### src/rtl/dig_ota_array.sv
// dig_ota_array: multi-channel clocked digital OTA.
// Each channel synchronises a Vip/Vin pin pair and integrates the differential
// step in a saturating up/down accumulator over a frame of DEC samples. At the
// end of the frame it decides the channel output. An accumulator exactly at
// MID (common mode) holds the previous decision.
// Optional build macro: DIGOTA_HYST_EN adds a +/-HYST decision margin around MID.
module dig_ota_array #(
    parameter int unsigned CH    = 4,
    parameter int unsigned ACC_W = 6,
    parameter int unsigned DEC   = 8,
    parameter int unsigned HYST  = 4
) (
    input  logic          clk,
    input  logic          rst_n,
    input  logic          ena,
    input  logic [CH-1:0] vip,
    input  logic [CH-1:0] vin,
    output logic [CH-1:0] out,
    output logic          out_valid,
    output logic [CH-1:0] flip
);

    localparam int unsigned CntW   = (DEC > 1) ? $clog2(DEC) : 1;
    localparam int unsigned MidVal = 1 << (ACC_W - 1);

    localparam logic [ACC_W-1:0] Mid     = {1'b1, {(ACC_W - 1){1'b0}}};
    localparam logic [ACC_W-1:0] AccMax  = {ACC_W{1'b1}};
    localparam logic [ACC_W-1:0] AccZero = {ACC_W{1'b0}};
    localparam logic [CntW-1:0]  CntLast = CntW'(DEC - 1);

`ifdef DIGOTA_HYST_EN
    localparam logic [ACC_W-1:0] RiseTh = Mid + ACC_W'(HYST);
    localparam logic [ACC_W-1:0] FallTh = Mid - ACC_W'(HYST);
`endif

    // Reject configurations where a frame could saturate or the margin leaves the range.
    if (DEC < 1 || DEC >= MidVal || HYST >= MidVal) begin : gen_bad_param
        $error("dig_ota_array: DEC or HYST out of range for ACC_W");
    end

    // {vin, vip} packed together through both synchroniser stages.
    logic [2*CH-1:0]  meta_q;
    logic [2*CH-1:0]  sync_q;

    logic [ACC_W-1:0] acc_q [CH];
    logic [ACC_W-1:0] acc_d [CH];
    logic [ACC_W-1:0] acc_nxt [CH];
    logic [CntW-1:0]  cnt_q, cnt_d;
    logic [CH-1:0]    out_q, out_d;
    logic [CH-1:0]    flip_q, flip_d;
    logic             valid_q, valid_d;
    logic [CH-1:0]    decision;
    logic             frame_end;

    assign frame_end = ena && (cnt_q == CntLast);

    // Per-channel saturating step and the frame-end decision on the stepped value.
    always_comb begin
        for (int i = 0; i < CH; i++) begin
            acc_nxt[i]  = acc_q[i];
            decision[i] = out_q[i];
            if (sync_q[i] && !sync_q[CH+i]) begin
                if (acc_q[i] != AccMax) acc_nxt[i] = acc_q[i] + ACC_W'(1);
            end else if (!sync_q[i] && sync_q[CH+i]) begin
                if (acc_q[i] != AccZero) acc_nxt[i] = acc_q[i] - ACC_W'(1);
            end
`ifdef DIGOTA_HYST_EN
            if (acc_nxt[i] >= RiseTh) begin
                decision[i] = 1'b1;
            end else if (acc_nxt[i] <= FallTh) begin
                decision[i] = 1'b0;
            end
`else
            if (acc_nxt[i] > Mid) begin
                decision[i] = 1'b1;
            end else if (acc_nxt[i] < Mid) begin
                decision[i] = 1'b0;
            end
`endif
        end
    end

    // Frame sequencing: accumulate while enabled, publish and restart at frame end.
    always_comb begin
        cnt_d   = cnt_q;
        out_d   = out_q;
        flip_d  = flip_q;
        valid_d = 1'b0;
        for (int i = 0; i < CH; i++) begin
            acc_d[i] = acc_q[i];
        end
        if (frame_end) begin
            out_d   = decision;
            flip_d  = decision ^ out_q;
            valid_d = 1'b1;
            cnt_d   = '0;
            for (int i = 0; i < CH; i++) begin
                acc_d[i] = Mid;
            end
        end else if (ena) begin
            flip_d = '0;
            cnt_d  = cnt_q + CntW'(1);
            for (int i = 0; i < CH; i++) begin
                acc_d[i] = acc_nxt[i];
            end
        end
    end

    // State registers; the synchroniser runs regardless of ena.
    always_ff @(posedge clk) begin
        if (!rst_n) begin
            meta_q  <= '0;
            sync_q  <= '0;
            cnt_q   <= '0;
            out_q   <= '0;
            flip_q  <= '0;
            valid_q <= 1'b0;
            for (int i = 0; i < CH; i++) begin
                acc_q[i] <= Mid;
            end
        end else begin
            meta_q  <= {vin, vip};
            sync_q  <= meta_q;
            cnt_q   <= cnt_d;
            out_q   <= out_d;
            flip_q  <= flip_d;
            valid_q <= valid_d;
            for (int i = 0; i < CH; i++) begin
                acc_q[i] <= acc_d[i];
            end
        end
    end

    assign out       = out_q;
    assign flip      = flip_q;
    assign out_valid = valid_q;

endmodule

### config.mk
export PLATFORM = sky130hd
export DESIGN_NAME = dig_ota_array
export DESIGN_NICKNAME = d
export VERILOG_FILES = /design/src/rtl/dig_ota_array.sv
export SDC_FILE = /design/constraint.sdc
export NUM_CORES = 1
export LEC_CHECK = 0
export CAP_MARGIN = 20
export CORE_AREA = 2 2 86 88
export DETAILED_ROUTE_END_ITERATION = 10
export DIE_AREA = 0 0 88 90
export GPL_TIMING_DRIVEN = 0
export HOLD_SLACK_MARGIN = 0.15
export PLACE_DENSITY = 0.68
export SLEW_MARGIN = 20
export SYNTH_ARGS = -nofsm -noshare
export SYNTH_HDL_FRONTEND = slang
export SYNTH_SLANG_ARGS = --single-unit
### constraint.sdc
create_clock -name clk -period 2.8 [get_ports clk]
set_clock_uncertainty 0.05 [all_clocks]
set_input_delay 0.7 -clock clk [delete_from_list [all_inputs] [get_ports clk]]
set_output_delay 0.7 -clock clk [all_outputs]
set_load 0.03 [all_outputs]
==> flow_summary.toml, run 1 <==
[clocking]
clockBufferDepth = 2
cts_num_sinks = 52
cts-resized-gates = 0
cts_setup_buffers = 0
cts_max_level = 2
cts_root_buffer = "clkbuf_8"
cts_buffers = 5
tritoncts = "done"
clk_pin_slew_ns = 0.08
clkLatencyLatePin_ns = 0.30
hold_buffers = 0

[synth]
synth-main-ff-cell = "dfxtp_1"
synth_edf_count = 0
avgSynthCellArea_um2 = 8.30
synthCells = 411
syn-cell-area_um2 = 3410
yosys_warnings = 0
seq_area_frac_synth_pct = 30.5
ys_async_sr_fraction_pct = 0
syn-num-nets = 436
synthDistinctLibCells = 74
ys_ff_latch = 52

[worst_setup_path]
crit_family = "simple AND/OR/NAND/NOR gates"
crit_cells = 8
end_kind = "flop"
crit_buf_inv = 1
r2r_slack_ns = 0.31
slowest_delay_ns = 0.49
crit_required_ns = 2.93
arrival_ns = 2.61
r2r_cells = 8
r2r-end = "out[2]$_SDFFE_PN0P_"
cp_cell_sequence = "inv_1 -> ha_1 -> nor3b_1 -> a21oi_1 -> mux4_2 -> nor2_1 -> nor4b_1 -> o31ai_1"
worstSetupStartpointType = "flop"
cp_max_fo = 8
worst_path_max_delay_cell = "mux4_2"
timing.rr.start = "acc_q[2][1]$_SDFFE_PP0P_"
crit_type = "reg2reg"

[final_layout]
final_common_cell = "dfxtp_1"
syn_to_final_growth_pct = 11.7
final_cells = 535
drive_above_1_share_pct = 6.88
diodes = 0
final_cell_mix = "dfxtp_1, nor2_1, nand2_1, a21oi_1, and2_1"
fin_nets = 461

[place]
hpwl_um = 5910
place_inst = 528
pre_cts_slack_ns = 0.289
place_congestion = 0.907
io_buffers = 18

[route]
vias_per_cell = 5.90
drt_wl_total_um = 8090
dr.pass1.iters = 4
wl_per_cell_um = 15.1
num_vias = 3156
drt_iter0_markers = 127
route.detailed.drc = 0
antenna_left = 0

[floorplan]
start_util_pct = 48.6
die_x_um = 88
die-area_um2 = 7920
core_um2 = 7020
rows = 31
ios = 20
die_h_um = 90

[timing]
post-route-min-period_ns = 2.49
hold_violations = 0
fin_ws_ns = 0.314
setup_viol_count_final = 0
rsz0062_at_grt = "no"
max_freq_mhz = 402
finalMaxSlewViolations = 0
relSlewSlack_pct = 43.3
worstMarginPinSlew_ns = 0.851
fin_crit_sh_pct = 88.8
fin_setup_tns_ns = 0

[pwr]
vdd_ir_drop_max_v = 0.000306
p_per_area_nw_per_um2 = 415
p_leak_nw = 1.46

[grt]
grt_pass1_wl_um = 13400
grt_pass1_vias = 2881
track_usage_pct = 20.7
grt_max_degree = 15
grt.overflow.total = 0
antenna_found_initial = 0

[worst_hold_path]
min_to = "sync_q[1]$_SDFF_PN0_"
hold_start = "meta_q[1]$_SDFF_PN0_"
hp-class = "reg2reg"
holdPathStages = 1

[job]
drv_cap = 0

[status]
status = "finished, final reports clean"
[cell type report]
class	instances	area, um2
repair buffers	18	180
clock buffers	7	96.3
multi-input cells	323	2230
fillers	661	3210
well taps	99	124
plain buffers	23	91.3
inverters	13	48.8
flip-flops and latches	52	1040
[registers in the layout, indices dropped and copies added, names as in the netlist]
register	cells
meta_q	8
acc_q	24
sync_q	8
out_valid	1
flip	4
out	4
cnt_q	3
[routing by layer]
metal	share of wire, %	vias up	global-route usage, %
met5	0	-	0
met4	1.8	0	5.90
met3	3.7	13	2.85
met2	47	72	34.0
met1	47	1503	28.1
li1	-	1568	-
[report_power, final]
part | switching (mW) | total (mW) | internal [mW] | leakage (nW)
Sequential | 0.0335 | 0.805 | 0.771 | 0.425
Combinational | 0.185 | 0.327 | 0.142 | 0.984
Clock | 0.231 | 0.451 | 0.220 | 0.0503
Total | 0.449 | 1.58 | 1.13 | 1.46
[Yosys cell counts (5+ instances only)]
master | number | share of area [%]
ha_1 | 14 | 5.1
nand2_1 | 29 | 3.2
o21ai_0 | 18 | 2.6
dfxtp_1 | 52 | 31
nand4_1 | 6 | 1.1
and3_1 | 8 | 1.5
xnor2_1 | 11 | 2.8
nor2_1 | 32 | 3.5
and2_1 | 19 | 3.5
a21oi_1 | 23 | 3.4
nand3_1 | 14 | 2.1
mux2i_1 | 16 | 4.7
nor2b_1 | 12 | 2.2
nor4b_1 | 5 | 1.3
a211oi_1 | 9 | 2.0
inv_1 | 12 | 1.3
clkbuf_1 | 17 | 1.9
nor3_1 | 5 | 0.73
nand2b_1 | 12 | 2.2
[worst max path at each step]
stage | startpoint | endpoint | slack [ns]
floorplan | acc_q[1][0]$_SDFFE_PP0P_ | out[1]$_SDFFE_PN0P_ | 0.65
CTS | acc_q[2][1]$_SDFFE_PP0P_ | out[2]$_SDFFE_PN0P_ | 0.33
detailed placement | rst_n | acc_q[1][2]$_SDFFE_PP0P_ | 0.29
global placement | rst_n | acc_q[1][2]$_SDFFE_PP0P_ | 0.26
finish | acc_q[2][1]$_SDFFE_PP0P_ | out[2]$_SDFFE_PN0P_ | 0.31
global route | acc_q[2][1]$_SDFFE_PP0P_ | flip[2]$_SDFFE_PN0P_ | 0.08
[metrics by stage]
step                total power, mW  cell area (um2)  hold WS [ns]  util [%]
floorplan                      1.06             3410         0.362         -
global placement               1.14             3720         0.366      52.9
detailed placement             1.14             3720         0.370      52.9
CTS                            1.59             3810         0.391      54.3
global route                   1.66             3810         0.405      54.3
finish                         1.58             3810         0.387      54.3
[kinds of logic (layout without fill, tap and decap cells)]
family | count (synthesis) | in the layout | share of synthesized area, %
multiplexers | 19 | 19 | 6.01
AO/OA/AOI/OAI | 104 | 104 | 21.4
AND/OR/NAND/NOR | 173 | 173 | 29.5
adder cells (fa/ha/maj) | 14 | 14 | 5.13
flip-flops | 52 | 52 | 30.5
buffers and inverters | 36 | 61 | 4.11
XOR/XNOR | 13 | 13 | 3.34
[worst reg2reg max path, cell delays in order (launching register included)]
cell,delay [ns]
dfxtp_1,0.38
inv_1,0.16
ha_1,0.19
nor3b_1,0.34
a21oi_1,0.12
mux4_2,0.49
nor2_1,0.10
nor4b_1,0.42
o31ai_1,0.11
Power figures use the tool's default switching activity.
==> inputs of run 2 (changes only) <==
--- a/config.mk
+++ b/config.mk
@@ -12,6 +12,7 @@
 export GPL_TIMING_DRIVEN = 0
 export HOLD_SLACK_MARGIN = 0.15
 export PLACE_DENSITY = 0.68
+export SKIP_CTS_REPAIR_TIMING = 1
 export SLEW_MARGIN = 20
 export SYNTH_ARGS = -nofsm -noshare
 export SYNTH_HDL_FRONTEND = slang
==> results of run 2 <==
Same layout as run 1: the final DEF is identical, and so are final timing and power.
==> inputs of run 3 (changes only) <==
--- a/config.mk
+++ b/config.mk
@@ -12,6 +12,7 @@
 export GPL_TIMING_DRIVEN = 0
 export HOLD_SLACK_MARGIN = 0.15
 export PLACE_DENSITY = 0.68
+export RECOVER_POWER = 100
 export SKIP_CTS_REPAIR_TIMING = 1
 export SLEW_MARGIN = 20
 export SYNTH_ARGS = -nofsm -noshare
==> flow_summary.toml, run 3 (synthesis results as in run 1) <==
[route]
drt_iter0_markers = 126
dr.pass1.iters = 4
vias_per_cell = 5.89
wl_per_cell_um = 15.1
num_vias = 3149
drt_wl_total_um = 8100
antenna_left = 0
route.detailed.drc = 0

[floorplan]
ios = 20
start_util_pct = 48.6
die-area_um2 = 7920
die_x_um = 88
die_h_um = 90
rows = 31
core_um2 = 7020

[worst_setup_path]
worstSetupStartpointType = "flop"
crit_required_ns = 2.93
cp_max_fo = 8
arrival_ns = 2.62
crit_type = "reg2reg"
end_kind = "flop"
r2r_slack_ns = 0.31

[timing]
holdWs_ns = 0.387
hold_violations = 0
fin_setup_tns_ns = 0
post-route-min-period_ns = 2.49
fin_crit_sh_pct = 89.0
worstMarginPinSlew_ns = 0.812
relSlewSlack_pct = 45.9
max_freq_mhz = 401
setup_viol_count_final = 0
rsz0062_at_grt = "no"
finalMaxSlewViolations = 0

[final_layout]
drive_above_1_share_pct = 6.42
final_common_cell = "dfxtp_1"
fillers = 663
fin_nets = 461
largest_registers = "acc_q x24, meta_q x8, sync_q x8"
final_cell_mix = "dfxtp_1, nor2_1, nand2_1, a21oi_1, o21ai_0"
diodes = 0
largest_reg_flops = 24
syn_to_final_growth_pct = 11.6
largest-register = "acc_q"

[place]
hpwl_um = 5910
place_congestion = 0.907
io_buffers = 18

[clocking]
clkLatencyLatePin_ns = 0.30
clockBufferDepth = 2
clk_pin_slew_ns = 0.08
cts_num_sinks = 52
cts_root_buffer = "clkbuf_8"
cts_max_level = 2
cts_buffers = 5
tritoncts = "done"

[pwr]
clkPwrFrac_pct = 28.6
vdd_ir_drop_max_v = 0.000307
p_int_mw = 1.13
switchingPower_mw = 0.448
power_frac_seq_pct = 50.9
netSwitchingFraction_pct = 28.4
combPwrFrac_pct = 20.5
p_per_area_nw_per_um2 = 415
p_leak_nw = 1.49

[grt]
grt_pass1_vias = 2881
track_usage_pct = 20.7
grt_max_degree = 15
grt.overflow.total = 0
grt_pass1_wl_um = 13400
antenna_found_initial = 0

[worst_hold_path]
hp-class = "reg2reg"

[job]
drv_cap = 0

[status]
status = "finished, final reports clean"
run 3: changes by cell type in the layout (fill, tap and decap cells not counted), sizes merged:
cell           delta
clkdlybuf4s50    -10
dlygate4sd3      +10
run 3: worst paths after layout:
path,end,startpoint,cells past startpoint
max,flip[2]$_SDFFE_PN0P_,acc_q[2][1]$_SDFFE_PP0P_,8
min,sync_q[1]$_SDFF_PN0_,meta_q[1]$_SDFF_PN0_,1
max reg2reg,flip[2]$_SDFFE_PN0P_,acc_q[2][1]$_SDFFE_PP0P_,8
min reg2reg,sync_q[1]$_SDFF_PN0_,meta_q[1]$_SDFF_PN0_,1
run 3: power by group through the flow:
| stage | clock [mW] | combinational, mW | sequential [mW] |
|---|---|---|---|
| 4_1_cts | 0.463 | 0.324 | 0.804 |
| 2_1_floorplan | 0 | 0.249 | 0.811 |
| 3_5_place_dp | 0 | 0.322 | 0.821 |
| 5_1_grt | 0.488 | 0.358 | 0.810 |
| 3_3_place_gp | 0 | 0.315 | 0.820 |
| 6_report | 0.452 | 0.324 | 0.804 |
run 3: through the flow:
step                      setup WS, ns  cell area, um2  std cells  utilization, %  power (mW)
after detailed placement         0.289            3720        528            52.9        1.14
after global placement           0.261            3720        528            52.9        1.14
after global routing            0.0782            3810        535            54.2        1.66
final                            0.307            3810        535            54.2        1.58
after CTS                        0.328            3810        535            54.3        1.59
after floorplan                  0.650            3410        411               -        1.06
run 3: layout make-up:
| type | instances | area, um2 | area share, % |
|---|---|---|---|
| multi-input cells | 323 | 2220 | 58.4 |
| flip-flops and latches | 52 | 1040 | 27.4 |
| repair buffers | 18 | 180 | 4.73 |
| well taps | 99 | 124 | 3.25 |
| clock buffers | 7 | 96.3 | 2.53 |
| plain buffers | 23 | 91.3 | 2.40 |
| inverters | 13 | 48.8 | 1.28 |
run 3: worst max-delay path, cell delays in order, from the launching register on:
cell and delay [ns]:
dfxtp_1 0.38, inv_1 0.16, ha_1 0.19, nor3b_1 0.34, a21oi_1 0.12, mux4_2 0.49, nor2_1 0.10, nor4b_1 0.42
o41ai_1 0.12
run 3: metal layers:
metal	up-vias	global-route usage (%)	wire length [um]
li1	1570	-	-
met1	1499	28.1	3810
met2	69	34.0	3840
met3	11	2.85	301
met4	0	5.90	144
met5	-	0	0
